File: src/rtl/ncpu32k_ie_lu_pipe.sv
// Pipelined logic/shift execute unit for the integer pipeline.
//
// Executes AND, OR, XOR, LSL, LSR, ASR and ROR on DW-bit operands with a
// two-stage valid/ready pipeline (S1: operands, S2: result).
//
// Ports:
//   clk, rst             clock, synchronous active-high reset
//   flush                synchronous pipeline kill (drops S1 and S2)
//   in_valid/in_ready    issue-side handshake
//   in_operand_1/2       source A (shift data) / source B (low SAW bits = shift amount)
//   in_opc               one-hot opcode: [0]AND [1]OR [2]XOR [3]LSL [4]LSR [5]ASR [6]ROR
//   out_valid/out_ready  writeback-side handshake
//   out_result           operation result (0 for an illegal opcode)
//   out_err              opcode was illegal
//   out_op_shift         result came from a shift or rotate
module ncpu32k_ie_lu_pipe #(
  parameter int unsigned DW         = 32,
  parameter int unsigned SAW        = 5,
  parameter bit          ENABLE_ASR = 1'b1,
  parameter bit          ENABLE_ROR = 1'b1
) (
  input  logic          clk,
  input  logic          rst,
  input  logic          flush,
  input  logic          in_valid,
  output logic          in_ready,
  input  logic [DW-1:0] in_operand_1,
  input  logic [DW-1:0] in_operand_2,
  input  logic [6:0]    in_opc,
  output logic          out_valid,
  input  logic          out_ready,
  output logic [DW-1:0] out_result,
  output logic          out_err,
  output logic          out_op_shift
);

  // Stage 1 registers
  logic          s1_valid;
  logic [DW-1:0] s1_a;
  logic [DW-1:0] s1_b;
  logic [6:0]    s1_opc;

  // Stage 2 registers
  logic          s2_valid;
  logic [DW-1:0] s2_result;
  logic          s2_err;
  logic          s2_op_shift;

  logic s2_adv;
  logic accept;

  assign s2_adv   = s1_valid & (~s2_valid | out_ready);
  assign in_ready = ~rst & (~s1_valid | s2_adv);
  assign accept   = in_valid & in_ready & ~flush;

  // Compute between S1 and S2
  logic [SAW-1:0] sh;
  logic [DW-1:0]  a_rev;
  logic [DW-1:0]  sh_data;
  logic [DW-1:0]  sh_fill;
  logic [DW-1:0]  sh_out;
  logic [DW-1:0]  sh_out_rev;
  logic           legal;
  logic [DW-1:0]  res;

  always_comb begin
    sh = s1_b[SAW-1:0];
    a_rev = '0;
    for (int i = 0; i < int'(DW); i++) begin
      a_rev[i] = s1_a[int'(DW) - 1 - i];
    end

    // One right barrel shifter over a {fill, data} window serves every shift:
    // LSL shifts the bit-reversed operand right and reverses the result back,
    // ASR fills with sign bits, ROR fills with the operand itself.
    sh_data = s1_opc[3] ? a_rev : s1_a;
    sh_fill = '0;
    if (s1_opc[5] && ENABLE_ASR) sh_fill = {DW{s1_a[DW-1]}};
    if (s1_opc[6]) sh_fill = s1_a;
    sh_out = DW'({sh_fill, sh_data} >> sh);

    sh_out_rev = '0;
    for (int i = 0; i < int'(DW); i++) begin
      sh_out_rev[i] = sh_out[int'(DW) - 1 - i];
    end

    legal = $onehot(s1_opc) && !(s1_opc[6] && !ENABLE_ROR);

    res = '0;
    if (legal) begin
      unique case (s1_opc)
        7'b0000001: res = s1_a & s1_b;
        7'b0000010: res = s1_a | s1_b;
        7'b0000100: res = s1_a ^ s1_b;
        7'b0001000: res = sh_out_rev;
        7'b0010000: res = sh_out;
        7'b0100000: res = sh_out;
        7'b1000000: res = sh_out;
        default:    res = '0;
      endcase
    end
  end

  always_ff @(posedge clk) begin
    if (rst) begin
      s1_valid    <= 1'b0;
      s1_a        <= '0;
      s1_b        <= '0;
      s1_opc      <= '0;
      s2_valid    <= 1'b0;
      s2_result   <= '0;
      s2_err      <= 1'b0;
      s2_op_shift <= 1'b0;
    end else if (flush) begin
      // Data registers are left as they are; only the valid bits die.
      s1_valid <= 1'b0;
      s2_valid <= 1'b0;
    end else begin
      if (accept) begin
        s1_valid <= 1'b1;
        s1_a     <= in_operand_1;
        s1_b     <= in_operand_2;
        s1_opc   <= in_opc;
      end else if (s2_adv) begin
        s1_valid <= 1'b0;
      end

      if (s2_adv) begin
        s2_valid    <= 1'b1;
        s2_result   <= res;
        s2_err      <= ~legal;
        s2_op_shift <= legal & (|s1_opc[6:3]);
      end else if (out_ready) begin
        s2_valid <= 1'b0;
      end
    end
  end

  assign out_valid    = s2_valid;
  assign out_result   = s2_result;
  assign out_err      = s2_err;
  assign out_op_shift = s2_op_shift;

endmodule

File: config.mk
export PLATFORM = sky130hd
export DESIGN_NAME = ncpu32k_ie_lu_pipe
export DESIGN_NICKNAME = d
export VERILOG_FILES = /design/src/rtl/ncpu32k_ie_lu_pipe.sv
export SDC_FILE = /design/constraint.sdc
export NUM_CORES = 1
export LEC_CHECK = 0
export CAP_MARGIN = 20
export CELL_PAD_IN_SITES_DETAIL_PLACEMENT = 0
export CELL_PAD_IN_SITES_GLOBAL_PLACEMENT = 1
export CORE_AREA = 2 2 156 158
export DETAILED_ROUTE_END_ITERATION = 16
export DIE_AREA = 0 0 158 160
export MAX_ROUTING_LAYER = met4
export PLACE_DENSITY_LB_ADDON = 0.1
export SLEW_MARGIN = 20
export SYNTH_ARGS = -nofsm -noshare
export SYNTH_HDL_FRONTEND = slang
export SYNTH_SLANG_ARGS = --single-unit
File: constraint.sdc
create_clock -name clk -period 5.6 [get_ports clk]
set_input_delay 0.84 -clock clk [delete_from_list [all_inputs] [get_ports clk]]
set_output_delay 0.84 -clock clk [all_outputs]
set_load 0.1 [all_outputs]
==> Word-level counts from Yosys, hierarchy flattened <==
Cells that the tools add are included.
Widths: inputs -> output; s select.
{ "word_totals": {"ff_bits": 107, "input_bits": 76, "wordCells": 54} }
{ "classes": {"bitwise": 15, "eq_ne": 8, "n_mux": 9, "shifts": 1, "n_reduce_logical": 7, "n_addsub": 6} }
{ "op_table": {"columns": ["operator", "n"], "rows": [
  ["$pmux 32 s5", 1],
  ["$mux 32", 4],
  ["$shr 64x5->32", 1],
  ["$and 32x32->32", 1],
  ["$or 32x32->32", 1],
  ["$xor 32x32->32", 1],
  ["$eq 7x1->1 const B", 1],
  ["$eq 7x2->1 const B", 1],
  ["$eq 7x3->1 const B", 1],
  ["$eq 7x4->1 const B", 1],
  ["$eq 7x5->1 const B", 1],
  ["$eq 7x6->1 const B", 1],
  ["$eq 7x7->1 const B", 1],
  ["$add 1x1->2", 3],
  ["$and 1x1->1", 5],
  ["$not 1->1", 5],
  ["$mux 1", 4],
  ["$reduce_and 2->1", 2],
  ["$reduce_bool 2->1", 2],
  ["$reduce_or 4->1", 1],
  ["$add 2x1->3", 1],
  ["$add 2x2->3", 1],
  ["$add 3x3->3", 1],
  ["$eq 3x1->1 const B", 1],
  ["other kinds (3)", 4]
]} }

==> Depth between registers and ports, before layout <==
{ "depth": {"word_depth": 8, "mapped_depth": 15, "ltp_nobuf": 12} }

==> Worst setup path after synthesis <==
OpenSTA, ideal clock, no wires.
{ "synth_timing": {"kind": "reg2reg", "startpoint": "register s1_opc[3]", "endpoint": "register s2_result[28] (netlist: out_result[28])", "setup_time_ns": 0.075, "stages_incl_launch_ff": 16, "path_slack_ns": 1.434, "arrival_ns": 4.091, "path_cell_list": "dfxtp_1 -> buf_2 -> inv_2 -> buf_1 -> fa_1 -> fa_1 -> inv_1 -> fa_1 -> fa_1 -> nor3b_1 -> nand4b_1 -> a41oi_1 -> buf_2 -> buf_2 -> a21oi_1 -> a31oi_1"} }
{ "synth_between": {"elab_chain_cells": 5, "elab_cells_between_ends": 16, "classes_between": "add/sub: 3; eq/ne: 8; shift: 1; mux: 3; reduce/logical: 1"} }
{ "synth_lines": {"columns": ["element", "line_no", "source"], "rows": [
  ["from (decl)", "41", "logic [6:0] s1_opc;"],
  ["from (signal assigned)", "123", "s1_opc <= in_opc;"],
  ["$add 1x1->2 (implied by the code)", "87", "legal = $onehot(s1_opc) && !(s1_opc[6] && !ENABLE_ROR);"],
  ["$add 2x2->3 (implied by the code)", "87", null],
  ["$add 3x3->3 (implied by the code)", "87", null],
  ["$eq 3x1->1", "87", null],
  ["$mux 32 (*)", "90", "if (legal) begin"],
  ["to (signal assigned)", "130", "s2_result <= res;"],
  ["to (decl)", "45", "logic [DW-1:0] s2_result;"]
]} }
Mark *: on every way between the ends. The rest lies on a longest branch, timed or not.
A chain may end at the register's enable or synchronous reset.

==> Worst setup path in the final report <==
{ "layout_timing": {"startpoint": "register s1_opc[0]", "endpoint": "register s2_result[18] (netlist: out_result[18])"} }
Same word-level chain as after synthesis.

==> results.sh <==
export IMPL_path_common_cell="fa_1"
export IMPL_p_clk_share_pct=31.0
export IMPL_ant_nets=0
export IMPL_via_count=10600
export IMPL_hold_viol_final=0
export IMPL_synth_flop_cell="dfxtp_1"
export IMPL_ys_seq_elements=107
export IMPL_tightest_slew_ns=1.14
export IMPL_maxCapViolCount=0
export IMPL_arrival_ns=4.66
export IMPL_synth_async_reset_ratio_pct=0
export IMPL_syn_num_nets=1316
export IMPL_hp_class="reg -> reg"
export IMPL_grt_max_degree=97
export IMPL_cts_setup_buffers=0
export IMPL_syn_mean_instance_area_um2=8.92
export IMPL_routed_wl_um=46300
export IMPL_start_util_pct=43.8
export IMPL_yosysUniqueCellTypes=80
export IMPL_root_buffer="clkbuf_16"
export IMPL_path_clk_slew_ns=0.09
export IMPL_ys_seq_area_share_pct=20.5
export IMPL_crit_family="adder cells"
export IMPL_drive_gt1_share_pct=15.0
export IMPL_place_inst=1508
export IMPL_cp_slowest_stage_delay_ns=0.50
export IMPL_route_detailed_drc=0
export IMPL_fill_cells=2339
export IMPL_report_final_slew_viol_count=0
export IMPL_power_switching_mw=0.850
export IMPL_cts_tree="built"
export IMPL_pwr_share_seq_pct=38.1
export IMPL_globalplace_congestion=1.00
export IMPL_finalNonFillerCells=1524
export IMPL_critPathSlowestCell="fa_1"
export IMPL_antenna_found_initial=1
export IMPL_drt_first_pass_iters=8
export IMPL_finalCriticalPeriod_ns=4.36
export IMPL_clock_path_buffers=2
export IMPL_fmax_mhz=229
export IMPL_syn_cell_area_um2=10400
export IMPL_setup_viol=0
export IMPL_combPwrFrac_pct=30.9
export IMPL_power_density_nw_per_um2=190
export IMPL_p_int_mw=1.42
export IMPL_p_sw_share_pct=37.4
export IMPL_dieArea_um2=25300
export IMPL_core_area_um2=23800
export IMPL_tns_ns=0
export IMPL_max_slew_margin_pct=23.9
export IMPL_start_kind="flip-flop"
export IMPL_area_delta_synth_final_pct=14.6
export IMPL_cp_end_kind="flip-flop"
export IMPL_dp_hpwl_um=33500
export IMPL_synth_cells=1169
export IMPL_status="finished clean"
export IMPL_port_buffers=111
export IMPL_final_cell_mix="158 x nand2_1, 110 x clkdlybuf4s50_1, 104 x dfxtp_1"
export IMPL_cts_num_sinks=107
export IMPL_utilization_pct=50.2
export IMPL_required_ns=5.90
export IMPL_synth_edf_count=0
export IMPL_fp_row_count=57
export IMPL_die_h_um=160
export IMPL_fin_crit_sh_pct=77.9
export IMPL_initialDrtViolationCount=1207
export IMPL_synth_warnings=0
export IMPL_groute_usage_overall_pct=37.6
export IMPL_ios=112
export IMPL_fin_skew_ns=0.0217
export IMPL_die_w_um=158
export IMPL_worst_path_max_fanout=16
export IMPL_crit_buf_inv=3
export IMPL_clk_latency_ns=0.38
export IMPL_rsz0062_at_grt="no"
export IMPL_cts_hold_buf=0
export IMPL_final_common_cell="nand2_1"
export IMPL_max_vdd_ir_drop_mv=0.145
export IMPL_critPathKind="reg -> reg"
export IMPL_p_leak_nw=4.16
export IMPL_post_drt_wl_per_cell_um=30.4
export IMPL_crit_chain="inv_1, fa_1, fa_1, inv_1, fa_1, fa_1, nor3b_1, nand4b_1, a41oi_2, buf_4, nand2_1, o211ai_1"
export IMPL_num_nets_final=1342
export IMPL_cts_buffers=9
export IMPL_vias_per_cell=6.93
export IMPL_overflow=0
export IMPL_grt_first_pass_wirelength_um=67400
export IMPL_grt_pass1_vias=9975
export IMPL_cts_resized_gates=0
export IMPL_ctsHtreeMaxLevel=3
==> logic make-up after synthesis <==
| group | share of synthesized area [%] |
|---|---|
| buffers and inverters | 8.41 |
| AOI/OAI and AO/OA | 24.7 |
| muxes | 25.4 |
| adders and majority gates | 8.81 |
| DFF | 20.5 |
| xor gates and xnor gates | 0.240 |
| and+or+nand+nor | 11.9 |
==> layout make-up <==
| type | count | area (µm²) | share of cell area, % |
|---|---|---|---|
| clock inverter | 6 | 83.8 | 0.702 |
| multi-input combinational | 855 | 7430 | 62.2 |
| sequential | 107 | 2150 | 18.0 |
| inverter | 76 | 285 | 2.39 |
| antenna | 1 | 2.50 | 0.0209 |
| tap | 324 | 405 | 3.39 |
| timing repair buffer | 146 | 1370 | 11.5 |
| clock buffer | 9 | 225 | 1.89 |
==> worst reg2reg max path, stage by stage (launching register included) <==
cell	delay, ns
dfxtp_1	0.34
inv_1	0.09
fa_1	0.50
fa_1	0.49
inv_1	0.05
fa_1	0.40
fa_1	0.48
nor3b_1	0.47
nand4b_1	0.36
a41oi_2	0.43
buf_4	0.30
nand2_1	0.15
o211ai_1	0.22
==> state kept, by name (all words and copies together), names as in the netlist <==
signal / count
out_op_shift: 1
s1_a: 32
s1_opc: 7
s1_valid: 1
out_result: 32
out_err: 1
out_valid: 1
s1_b: 32
==> through the flow <==
step,worst slack (ns),power (mW),hold WS [ns],cell area (µm²)
2_1_floorplan,1.43,1.29,0.469,10400
3_3_place_gp,1.33,1.56,0.469,11600
3_5_place_dp,1.30,1.56,0.464,11600
4_1_cts,1.27,2.26,0.485,11900
5_1_grt,1.01,2.35,0.506,11900
6_report,1.24,2.27,0.483,11900
==> routing by layer <==
metal  vias up  wire [µm]  global-route usage, %
met5         -          0                      -
met4         0       2390                   15.7
met3       146       5500                   10.2
met2       731      20200                   54.2
met1      5158      18200                   49.7
li1       4521          -                      -
==> cells in the mapped netlist (8+ instances only) <==
cell | count | area share, %
buf_2 | 17 | 0.82
nor2_1 | 36 | 1.3
inv_1 | 72 | 2.6
a31oi_1 | 11 | 0.66
and2_1 | 8 | 0.48
o211ai_1 | 21 | 1.5
o221ai_1 | 10 | 0.84
nor3_1 | 13 | 0.62
o21ai_0 | 38 | 1.8
o22ai_1 | 12 | 0.72
mux2i_1 | 26 | 2.5
ha_1 | 67 | 8.0
nand2b_1 | 11 | 0.66
o31ai_1 | 74 | 5.3
o21ai_1 | 10 | 0.48
and3_1 | 8 | 0.48
nand3_1 | 12 | 0.58
buf_6 | 8 | 0.86
a21oi_1 | 45 | 2.2
mux2_2 | 27 | 2.9
a222oi_1 | 16 | 1.5
a22oi_1 | 18 | 1.3
mux2_1 | 13 | 1.4
clkbuf_1 | 96 | 3.5
a211oi_1 | 9 | 0.65
dfxtp_1 | 107 | 21
mux4_2 | 86 | 19
nand2_1 | 158 | 5.7
a221oi_1 | 16 | 1.3
==> path summary, 6_finish.rpt <==
| path | start | endpoint | slack [ns] | depth (start not counted) |
|---|---|---|---|---|
| min reg2reg | out_result[9]$_SDFFE_PP0P_ | out_result[9]$_SDFFE_PP0P_ | 0.48 | 2 |
| max reg2reg | s1_opc[0]$_SDFFE_PP0P_ | out_result[18]$_SDFFE_PP0P_ | 1.24 | 12 |
| max | s1_opc[0]$_SDFFE_PP0P_ | out_result[18]$_SDFFE_PP0P_ | 1.24 | 12 |
| min | out_result[9]$_SDFFE_PP0P_ | out_result[9]$_SDFFE_PP0P_ | 0.48 | 2 |
==> power groups by stage <==
stage	Sequential (mW)	Combinational (mW)	Clock, mW
CTS	0.862	0.686	0.713
detailed placement	0.880	0.682	0
floorplan	0.833	0.452	0
global route	0.867	0.742	0.738
finish	0.866	0.704	0.705
global placement	0.878	0.685	0
Note: power is estimated with default switching activity, not from simulation.
